File: src/rtl/mixsx_lanes_if.sv
// mixsx_lanes_if: request/result bundle for mixsx_lanes.
//   master: start, mode, c, x, d, cout_ready   -> block
//   slave : busy, cout, cout_valid, idx_err    -> requester / downstream
interface mixsx_lanes_if #(
  parameter int unsigned CWORDS64 = 2,
  parameter int unsigned XWORDS32 = 2
);
  localparam int unsigned IDX_W = $clog2(XWORDS32);
  localparam int unsigned DW    = CWORDS64 * IDX_W;

  logic                     start;
  logic [1:0]               mode;
  logic [CWORDS64*64-1:0]   c;
  logic [XWORDS32*32-1:0]   x;
  logic [DW-1:0]            d;
  logic                     busy;
  logic [CWORDS64*64-1:0]   cout;
  logic                     cout_valid;
  logic                     cout_ready;
  logic                     idx_err;

  modport master (
    output start, mode, c, x, d, cout_ready,
    input  busy, cout, cout_valid, idx_err
  );

  modport slave (
    input  start, mode, c, x, d, cout_ready,
    output busy, cout, cout_valid, idx_err
  );
endinterface

File: src/rtl/mixsx_lanes.sv
// mixsx_lanes: XORs table word x[d[i]] into the low, high or both halves of
// each 64-bit word of c, LANES words per cycle, with start/busy request and
// valid/ready result handshake. idx_err flags any d[i] >= XWORDS32.
// Ports:
//   clk      rising-edge clock
//   reset_n  asynchronous active-low reset
//   bus      mixsx_lanes_if.slave (start/mode/c/x/d in, busy/cout/
//            cout_valid/idx_err out, cout_ready in)
module mixsx_lanes #(
  parameter int unsigned CWORDS64 = 2,
  parameter int unsigned XWORDS32 = 2,
  parameter int unsigned LANES    = 1
) (
  input  logic          clk,
  input  logic          reset_n,
  mixsx_lanes_if.slave  bus
);
  localparam int unsigned IDX_W = $clog2(XWORDS32);
  localparam int unsigned DW    = CWORDS64 * IDX_W;
  localparam int unsigned NGRP  = (CWORDS64 + LANES - 1) / LANES;
  localparam int unsigned CNT_W = $clog2(NGRP) + 1;

  typedef enum logic [1:0] {IDLE, RUN, DONE} state_t;

  state_t                   state_q, state_d;
  logic [CNT_W-1:0]         g_q, g_d;
  logic [CWORDS64*64-1:0]   c_q, c_d;
  logic [XWORDS32*32-1:0]   x_q, x_d;
  logic [DW-1:0]            d_q, d_d;
  logic [1:0]               mode_q, mode_d;
  logic                     err_q, err_d;

  logic                     accept;
  logic                     last_grp;
  logic [CWORDS64*64-1:0]   c_mix;
  logic                     err_mix;
  int unsigned              wi;
  int unsigned              idx;
  logic [31:0]              xw;

  assign accept   = (state_q == IDLE) && bus.start;
  assign last_grp = (g_q == CNT_W'(NGRP - 1));

  // State register
  always_ff @(posedge clk or negedge reset_n) begin
    if (!reset_n) state_q <= IDLE;
    else          state_q <= state_d;
  end

  // Next-state logic
  always_comb begin
    state_d = state_q;
    case (state_q)
      IDLE:    if (bus.start) state_d = RUN;
      RUN:     if (last_grp) state_d = DONE;
      DONE:    if (bus.cout_ready) state_d = IDLE;
      default: state_d = IDLE;
    endcase
  end

  // Output logic
  always_comb begin
    bus.busy       = (state_q != IDLE);
    bus.cout_valid = (state_q == DONE);
    bus.cout       = (state_q == DONE) ? c_q : '0;
    bus.idx_err    = (state_q == DONE) ? err_q : 1'b0;
  end

  // Datapath registers
  always_ff @(posedge clk or negedge reset_n) begin
    if (!reset_n) begin
      g_q    <= '0;
      c_q    <= '0;
      x_q    <= '0;
      d_q    <= '0;
      mode_q <= '0;
      err_q  <= 1'b0;
    end else begin
      g_q    <= g_d;
      c_q    <= c_d;
      x_q    <= x_d;
      d_q    <= d_d;
      mode_q <= mode_d;
      err_q  <= err_d;
    end
  end

  always_comb begin
    g_d    = g_q;
    c_d    = c_q;
    x_d    = x_q;
    d_d    = d_q;
    mode_d = mode_q;
    err_d  = err_q;
    if (accept) begin
      g_d    = '0;
      c_d    = bus.c;
      x_d    = bus.x;
      d_d    = bus.d;
      mode_d = bus.mode;
      err_d  = 1'b0;
    end else if (state_q == RUN) begin
      g_d   = g_q + CNT_W'(1);
      c_d   = c_mix;
      err_d = err_q | err_mix;
    end
  end

  // Per-group mixing; lanes past the last word of a ragged group do nothing.
  always_comb begin
    c_mix   = c_q;
    err_mix = 1'b0;
    wi      = 0;
    idx     = 0;
    xw      = '0;
    for (int unsigned k = 0; k < LANES; k++) begin
      wi = 32'(g_q) * LANES + k;
      if (wi < CWORDS64 && mode_q != 2'd3) begin
        idx = 32'(d_q[wi*IDX_W +: IDX_W]);
        if (idx < XWORDS32) begin
          xw = x_q[idx*32 +: 32];
        end else begin
          xw      = '0;
          err_mix = 1'b1;
        end
        if (mode_q != 2'd1) c_mix[wi*64 +: 32]      = c_mix[wi*64 +: 32] ^ xw;
        if (mode_q != 2'd0) c_mix[wi*64 + 32 +: 32] = c_mix[wi*64 + 32 +: 32] ^ xw;
      end
    end
  end
endmodule
File: src/flat_wrapper.sv
// flat-port wrapper written by rule: the top's interface ports become plain ports
module mixsx_lanes_flat 
#(
  parameter int unsigned CWORDS64 = 2,
  parameter int unsigned XWORDS32 = 2,
  parameter int unsigned LANES    = 1
)
  (clk, reset_n, bus_start, bus_mode, bus_c, bus_x, bus_d, bus_cout_ready, bus_busy, bus_cout, bus_cout_valid, bus_idx_err);
  mixsx_lanes_if #(.CWORDS64(CWORDS64), .XWORDS32(XWORDS32)) bus_i ();
  input  logic clk;
  input  logic reset_n;
  input wire logic [$bits(bus_i.start)-1:0] bus_start;
  input wire logic [$bits(bus_i.mode)-1:0] bus_mode;
  input wire logic [$bits(bus_i.c)-1:0] bus_c;
  input wire logic [$bits(bus_i.x)-1:0] bus_x;
  input wire logic [$bits(bus_i.d)-1:0] bus_d;
  input wire logic [$bits(bus_i.cout_ready)-1:0] bus_cout_ready;
  output wire logic [$bits(bus_i.busy)-1:0] bus_busy;
  output wire logic [$bits(bus_i.cout)-1:0] bus_cout;
  output wire logic [$bits(bus_i.cout_valid)-1:0] bus_cout_valid;
  output wire logic [$bits(bus_i.idx_err)-1:0] bus_idx_err;
  assign bus_i.start = bus_start;
  assign bus_i.mode = bus_mode;
  assign bus_i.c = bus_c;
  assign bus_i.x = bus_x;
  assign bus_i.d = bus_d;
  assign bus_i.cout_ready = bus_cout_ready;
  assign bus_busy = bus_i.busy;
  assign bus_cout = bus_i.cout;
  assign bus_cout_valid = bus_i.cout_valid;
  assign bus_idx_err = bus_i.idx_err;
  mixsx_lanes #(.CWORDS64(CWORDS64), .XWORDS32(XWORDS32), .LANES(LANES)) u_core (.clk(clk), .reset_n(reset_n), .bus(bus_i));
endmodule
File: config.mk
export PLATFORM = sky130hd
export DESIGN_NAME = mixsx_lanes_flat
export DESIGN_NICKNAME = d
export VERILOG_FILES = /design/src/rtl/mixsx_lanes_if.sv /design/src/rtl/mixsx_lanes.sv /design/src/flat_wrapper.sv
export SDC_FILE = /design/constraint.sdc
export NUM_CORES = 1
export LEC_CHECK = 0
export BUFFER_PORTS_ARGS = -buffer_cell sky130_fd_sc_hd__buf_2
export CAP_MARGIN = 5
export CORE_ASPECT_RATIO = 1.4
export CORE_UTILIZATION = 55
export CTS_CLUSTER_DIAMETER = 60
export DETAILED_ROUTE_END_ITERATION = 10
export GPL_ROUTABILITY_DRIVEN = 1
export PLACE_DENSITY_LB_ADDON = 0.08
export SYNTH_ARGS = -nofsm -noshare
export SYNTH_HDL_FRONTEND = slang
export SYNTH_SLANG_ARGS = --single-unit
File: constraint.sdc
create_clock -name clk -period 3.2 [get_ports clk]
set_input_delay 0.48 -clock clk [delete_from_list [all_inputs] [get_ports clk]]
set_output_delay 0.48 -clock clk [all_outputs]
set_load 0.01 [all_outputs]
; Word-level counts from Yosys, hierarchy flattened
; Index checks and enable logic that the tools add are counted.
[op_classes]
bitwise = 2
multipliers = 0
n_mux = 18
shift = 8
div_mod_pow = 0
n_addsub = 4
n_eq_ne = 8
reduce_logical = 9
magnitude_cmp = 1
[op_table]
columns = op, count
row1 = $mux 128, 7
row2 = $bwmux 128, 2
row3 = $shift 32x34->128 const A, 2
row4 = $shiftx 32x34->128, 2
row5 = $shiftx 128x33->32, 1
row6 = $shiftx 128x9->32, 1
row7 = $shiftx 64x7->32, 1
row8 = $xor 32x32->32, 2
row9 = $neg 32->34, 1
row10 = $neg 8->34, 1
row11 = $mux 32, 1
row12 = $mux 2, 5
row13 = $add 8x6->9 const B, 1
row14 = $reduce_bool 2->1, 4
row15 = $ne 2x2->1 const B, 3
row16 = $pmux 2 s3, 1
row17 = $eq 2x1->1 const B, 2
row18 = $ne 2x1->1 const B, 2
row19 = $reduce_and 3->1, 1
row20 = $shiftx 2x3->1, 1
row21 = $add 2x1->2 const B, 1
row22 = $eq 2x2->1 const B, 1
row23 = $logic_and 1x1->1, 2
row24 = $logic_not 2->1, 1
row25 = 3 further kinds, 4
[word_totals]
inputBits = 200
mem_bits_rw = 0
regBits = 201
n_memories = 0
elab_cells = 57
latchBits = 0
romBits = 0
out_inout_bits = 131

; Depth between registers and ports, before layout
[logic_depth]
ltp_word = 16
ltp_mapped = 10
mapped_depth_nobuf = 6

; Least setup slack after synthesis
; OpenSTA, ideal clock, no wires.
[synth_timing]
path_kind = register to register
from = register u_core.g_q[0]
to = register u_core.c_q[1]
t_arrival_ns = 2.468
n_path_buf = 4
t_required_ns = 3.112
setup_slack_ns = 0.645
stages_incl_launch_ff = 11
setup_time_ns = 0.088
cell_sequence = dfrtp_1 buf_2 buf_2 buf_2 inv_1 ha_1 nand4bb_1 nor4b_2 clkbuf_1 nand3_1 o211ai_1
[synth_via]
elab_chain_len = 16
elab_cells_between_ends = 26
classes_between = add/sub: 3 / order compare: 1 / shift: 8 / mux: 9 / bitwise: 2 / reduce/logical: 3
[synth_lines]
columns = item, line
row1 = from (decl), mixsx_lanes.sv:26  ; logic [CNT_W-1:0] g_q, g_d;
row2 = from (signal assigned), mixsx_lanes.sv:79  ; g_q <= g_d;
row3 = $shiftx 2x3->1, mixsx_lanes.sv:119  ; idx = 32'(d_q[wi*IDX_W +: IDX_W]);
row4 = $shiftx 64x7->32, mixsx_lanes.sv:121  ; xw = x_q[idx*32 +: 32];
row5 = $mux 32, mixsx_lanes.sv:118  ; if (wi < CWORDS64 && mode_q != 2'd3) begin
row6 = $xor 32x32->32, mixsx_lanes.sv:126  ; if (mode_q != 2'd1) c_mix[wi*64 +: 32] = c_mix[wi*64 +: 32] ^ xw;
row7 = $shiftx 32x34->128, mixsx_lanes.sv:126
row8 = $bwmux 128, mixsx_lanes.sv:126
row9 = $mux 128, mixsx_lanes.sv:126
row10 = $mux 128, mixsx_lanes.sv:118
row11 = $shiftx 128x33->32, mixsx_lanes.sv:127  ; if (mode_q != 2'd0) c_mix[wi*64 + 32 +: 32] = c_mix[wi*64 + 32 +: 32] ^ xw;
row12 = $xor 32x32->32, mixsx_lanes.sv:127
row13 = $shiftx 32x34->128, mixsx_lanes.sv:127
row14 = $bwmux 128, mixsx_lanes.sv:127
row15 = $mux 128, mixsx_lanes.sv:127
row16 = $mux 128, mixsx_lanes.sv:118
row17 = $mux 128, mixsx_lanes.sv:102  ; end else if (state_q == RUN) begin
row18 = $mux 128, mixsx_lanes.sv:95  ; if (accept) begin
row19 = to (signal assigned), mixsx_lanes.sv:73  ; c_q <= '0;
row20 = to (signal assigned), mixsx_lanes.sv:80  ; c_q <= c_d;
row21 = to (decl), mixsx_lanes.sv:27  ; logic [CWORDS64*64-1:0] c_q, c_d;
; Several ways; a longest one is shown, not always the timed one. The select of a mux whose other input is x is not followed.
; A chain may end at the register's enable or synchronous reset.

; Final worst setup path
[layout_timing]
from = register u_core.g_q[1]
to = register u_core.c_q[5]
; Same word-level chain as after synthesis.

==> results.tsv <==
stage	metric	value	unit
run_status	status	complete, no violations	
clocking	clock_latency	450	ps
route	drt_iter0_markers	1362	
cells_and_area	area.growth.synth_to_final	18.2	%
clocking	cts_tree	done	
timing	setup_viol	0	
power	p_per_area	1100	nW/um^2
setup_path	cp-end-kind	register	
route	routed_wl	47800	um
setup_path	crit_type	register to register	
power	power	18.0	mW
job	drv_cap	0	
route	first_pass_iters	5	
power	irDropWorstVdd	0.759	mV
floorplan	core	24600	sq um
synthesis	syn_inst	1673	
setup_path	crit_fanout	32	
clocking	path_clk_slew	70	ps
floorplan	start_util	56.0	%
grt	grt_max_degree	78	
route	postRouteAntennaNets	0	
placed_design	dp.final_hpwl	31300	um
clocking	htreeDepth	4	
route	drc	0	
timing	period_minus_slack	2710	ps
synthesis	syn-num-nets	1875	
setup_path	startpoint_type	register	
timing	slew_headroom	19.8	%
timing	fmax	0.369	GHz
route	vias	14100	
grt	overflow	0	
timing	fin_tns_setup	0	ps
floorplan	io_pins	331	
placed_design	dp.cells	2192	
timing	maxSlewViolCount	0	
synthesis	synth.avg_cell_area	8.23	sq um
clocking	cts-resized-gates	0	
setup_path	worstPathArrival	3060	ps
placed_design	gp_congestion	0.861	
hold_path	min_path_type	primary input to asynchronous set/reset pin	
timing	final-hold-violation-count	0	
grt	antenna_found_initial	4	
route	vias_per_cell	6.33	
clocking	cts_buffers	17	
clocking	hold_buffers	0	
setup_path	reg2reg_depth	7	
timing	worst_pin_slew	1200	ps
cells_and_area	drive_above_1_share	24.5	%
timing	timing.final.crit_share	84.7	%
synthesis	syn-cell-area	13800	sq um
floorplan	die-area	25700	sq um
synthesis	ys_ff_latch	200	
grt	grt_pass1_wl	73800	um
synthesis	yosysWarnings	0	
timing	finClkSkew	14.5	ps
setup_path	slowest_delay	940	ps
floorplan	die_h	189	um
clocking	cts_buffer_depth	2	
floorplan	die_w	136	um
setup_path	slowest_stage	o21bai_4	
placed_design	port_buffers	329	
grt	grt_usage	37.4	%
synthesis	ys_seq_area_share	36.3	%
cells_and_area	num_antenna_cells	0	
floorplan	rows	68	
clocking	clock_sinks	200	
synthesis	synth_cell_types	42	
timing	grt_setup_unrepaired	no	
setup_path	crit_path_cell_trace	inv_2 -> buf_4 -> ha_1 -> nor4bb_1 -> o21bai_4 -> a22oi_1 -> o211ai_1	
clocking	cts_root_buffer	clkbuf_16	
power	p_leak	7.49	nW
clocking	postCtsSetupBuffers	0	
cells_and_area	final_cells	2223	
setup_path	worst_ep_required_time	3550	ps
route	post_drt_wl_per_cell	21.5	um
grt	grt_pass1_vias	13500	
cells_and_area	final_nets	2098	
[state kept, by name (all words and copies together) (netlist names)]
| signal | flops |
|---|---|
| u_core.c_q | 128 |
| u_core.mode_q | 2 |
| u_core.state_q | 2 |
| u_core.g_q | 2 |
| u_core.d_q | 2 |
| u_core.x_q | 64 |
[layout by cell type (no fill, tap or decap), types with 19 or more instances in the layout]
cell,count
a2bb2oi_1,64
a22oi_1,64
nand4_1,33
nand3_1,157
dfrtp_1,198
o21ai_0,105
buf_4,30
mux2_2,46
o211ai_1,64
xnor2_1,127
nand2_1,274
o22ai_1,63
buf_2,328
a21oi_1,32
and2_1,128
nor3_1,19
nor2_1,33
[synthesized netlist by cell type]
library cell / instances / area [sq um]
a21o_1: 17 / 128
a21oi_1: 32 / 160
a22oi_1: 64 / 480
a2bb2oi_1: 64 / 561
and2_1: 128 / 801
and3b_1: 1 / 8.76
buf_1: 38 / 143
buf_2: 21 / 105
buf_4: 3 / 22.5
clkbuf_1: 104 / 390
conb_1: 1 / 3.75
dfrtp_1: 200 / 5000
ha_1: 2 / 25.0
inv_1: 3 / 11.3
mux2_2: 47 / 529
mux2i_1: 19 / 190
nand2_1: 276 / 1040
nand2b_1: 5 / 31.3
nand3_1: 158 / 791
nand4_1: 33 / 206
nand4bb_1: 1 / 11.3
nor2_1: 34 / 128
nor2b_1: 3 / 18.8
nor3_1: 19 / 95.1
nor3_2: 1 / 10.0
nor3b_1: 15 / 113
nor4_2: 1 / 12.5
nor4_4: 3 / 63.8
nor4b_1: 1 / 8.76
nor4b_2: 1 / 15.0
nor4b_4: 1 / 23.8
nor4bb_1: 3 / 30.0
o211ai_1: 64 / 480
o21ai_0: 105 / 526
o21ai_1: 8 / 40.0
o21bai_1: 3 / 22.5
o221ai_1: 1 / 8.76
o22ai_1: 63 / 394
or2_2: 1 / 6.26
or3b_2: 1 / 8.76
xnor2_1: 127 / 1110
xnor2_2: 1 / 16.3
[critical path, delay by kind of cell (launching register included)]
family	cells	cell delay, ps
adders and majority gates	1	280
AOI/OAI and AO/OA	3	1350
buffers and inverters	2	290
and+or+nand+nor	1	180
DFF	1	490
[cell families (layout without fill, tap and decap cells)]
group           Yosys count  count (layout)  share of synthesized area, %
other cells               1               1                        0.0272
xor+xnor                128             128                          8.19
flops                   200             200                          36.3
compound gates          421             421                          20.3
simple gates            686             686                          24.8
mux                      66              66                          5.22
fa+ha+maj                 2               2                         0.182
buf+inv                 169             404                          4.88
[metal layers]
metal	track usage (%)	vias to the layer above	wire, um
met2	59.8	814	23100
met1	48.4	6717	18700
met3	5.76	149	3780
met4	20.1	6	2280
met5	0	-	29
li1	-	6378	-
[report_power, final]
group / total [mW] / leakage [nW] / switching (mW) / internal [mW]
clock network: 2.18 / 0.265 / 1.01 / 1.17
registers: 5.77 / 2.48 / 2.01 / 3.76
logic: 10.0 / 4.75 / 5.57 / 4.43
[final timing paths]
path	start	endpoint	slack [ps]
setup / recovery	u_core.g_q[1]	u_core.c_q[5]	490
hold / removal	reset_n	u_core.x_q[36]	50
setup reg to reg	u_core.g_q[1]	u_core.c_q[5]	490
hold reg to reg	u_core.mode_q[1]	u_core.mode_q[1]	550
max in group asynchronous	reset_n	u_core.c_q[65]	2320
min in group clk	bus_x[56]	u_core.x_q[56]	220
[per-stage QoR]
stage / hold WS [ps] / utilization [%] / cell area (sq um) / setup WS (ps)
global route: 87.1 / 66.2 / 16300 / 415
global placement: 528 / 63.9 / 15700 / 736
CTS: 74.2 / 66.2 / 16300 / 563
finish: 53.3 / 66.2 / 16300 / 490
floorplan: 184 / - / 13800 / 645
detailed placement: 531 / 63.9 / 15700 / 576
[area by class of cell]
class	count	area, sq um
Fill cell	2105	8310
Multi-Input combinational cell	1304	8190
Sequential cell	200	5010
Timing Repair Buffer	370	2100
Clock buffer	20	447
Tap cell	315	394
Clock inverter	11	125
Inverter	3	11.3
Power figures use the tool's default switching activity.
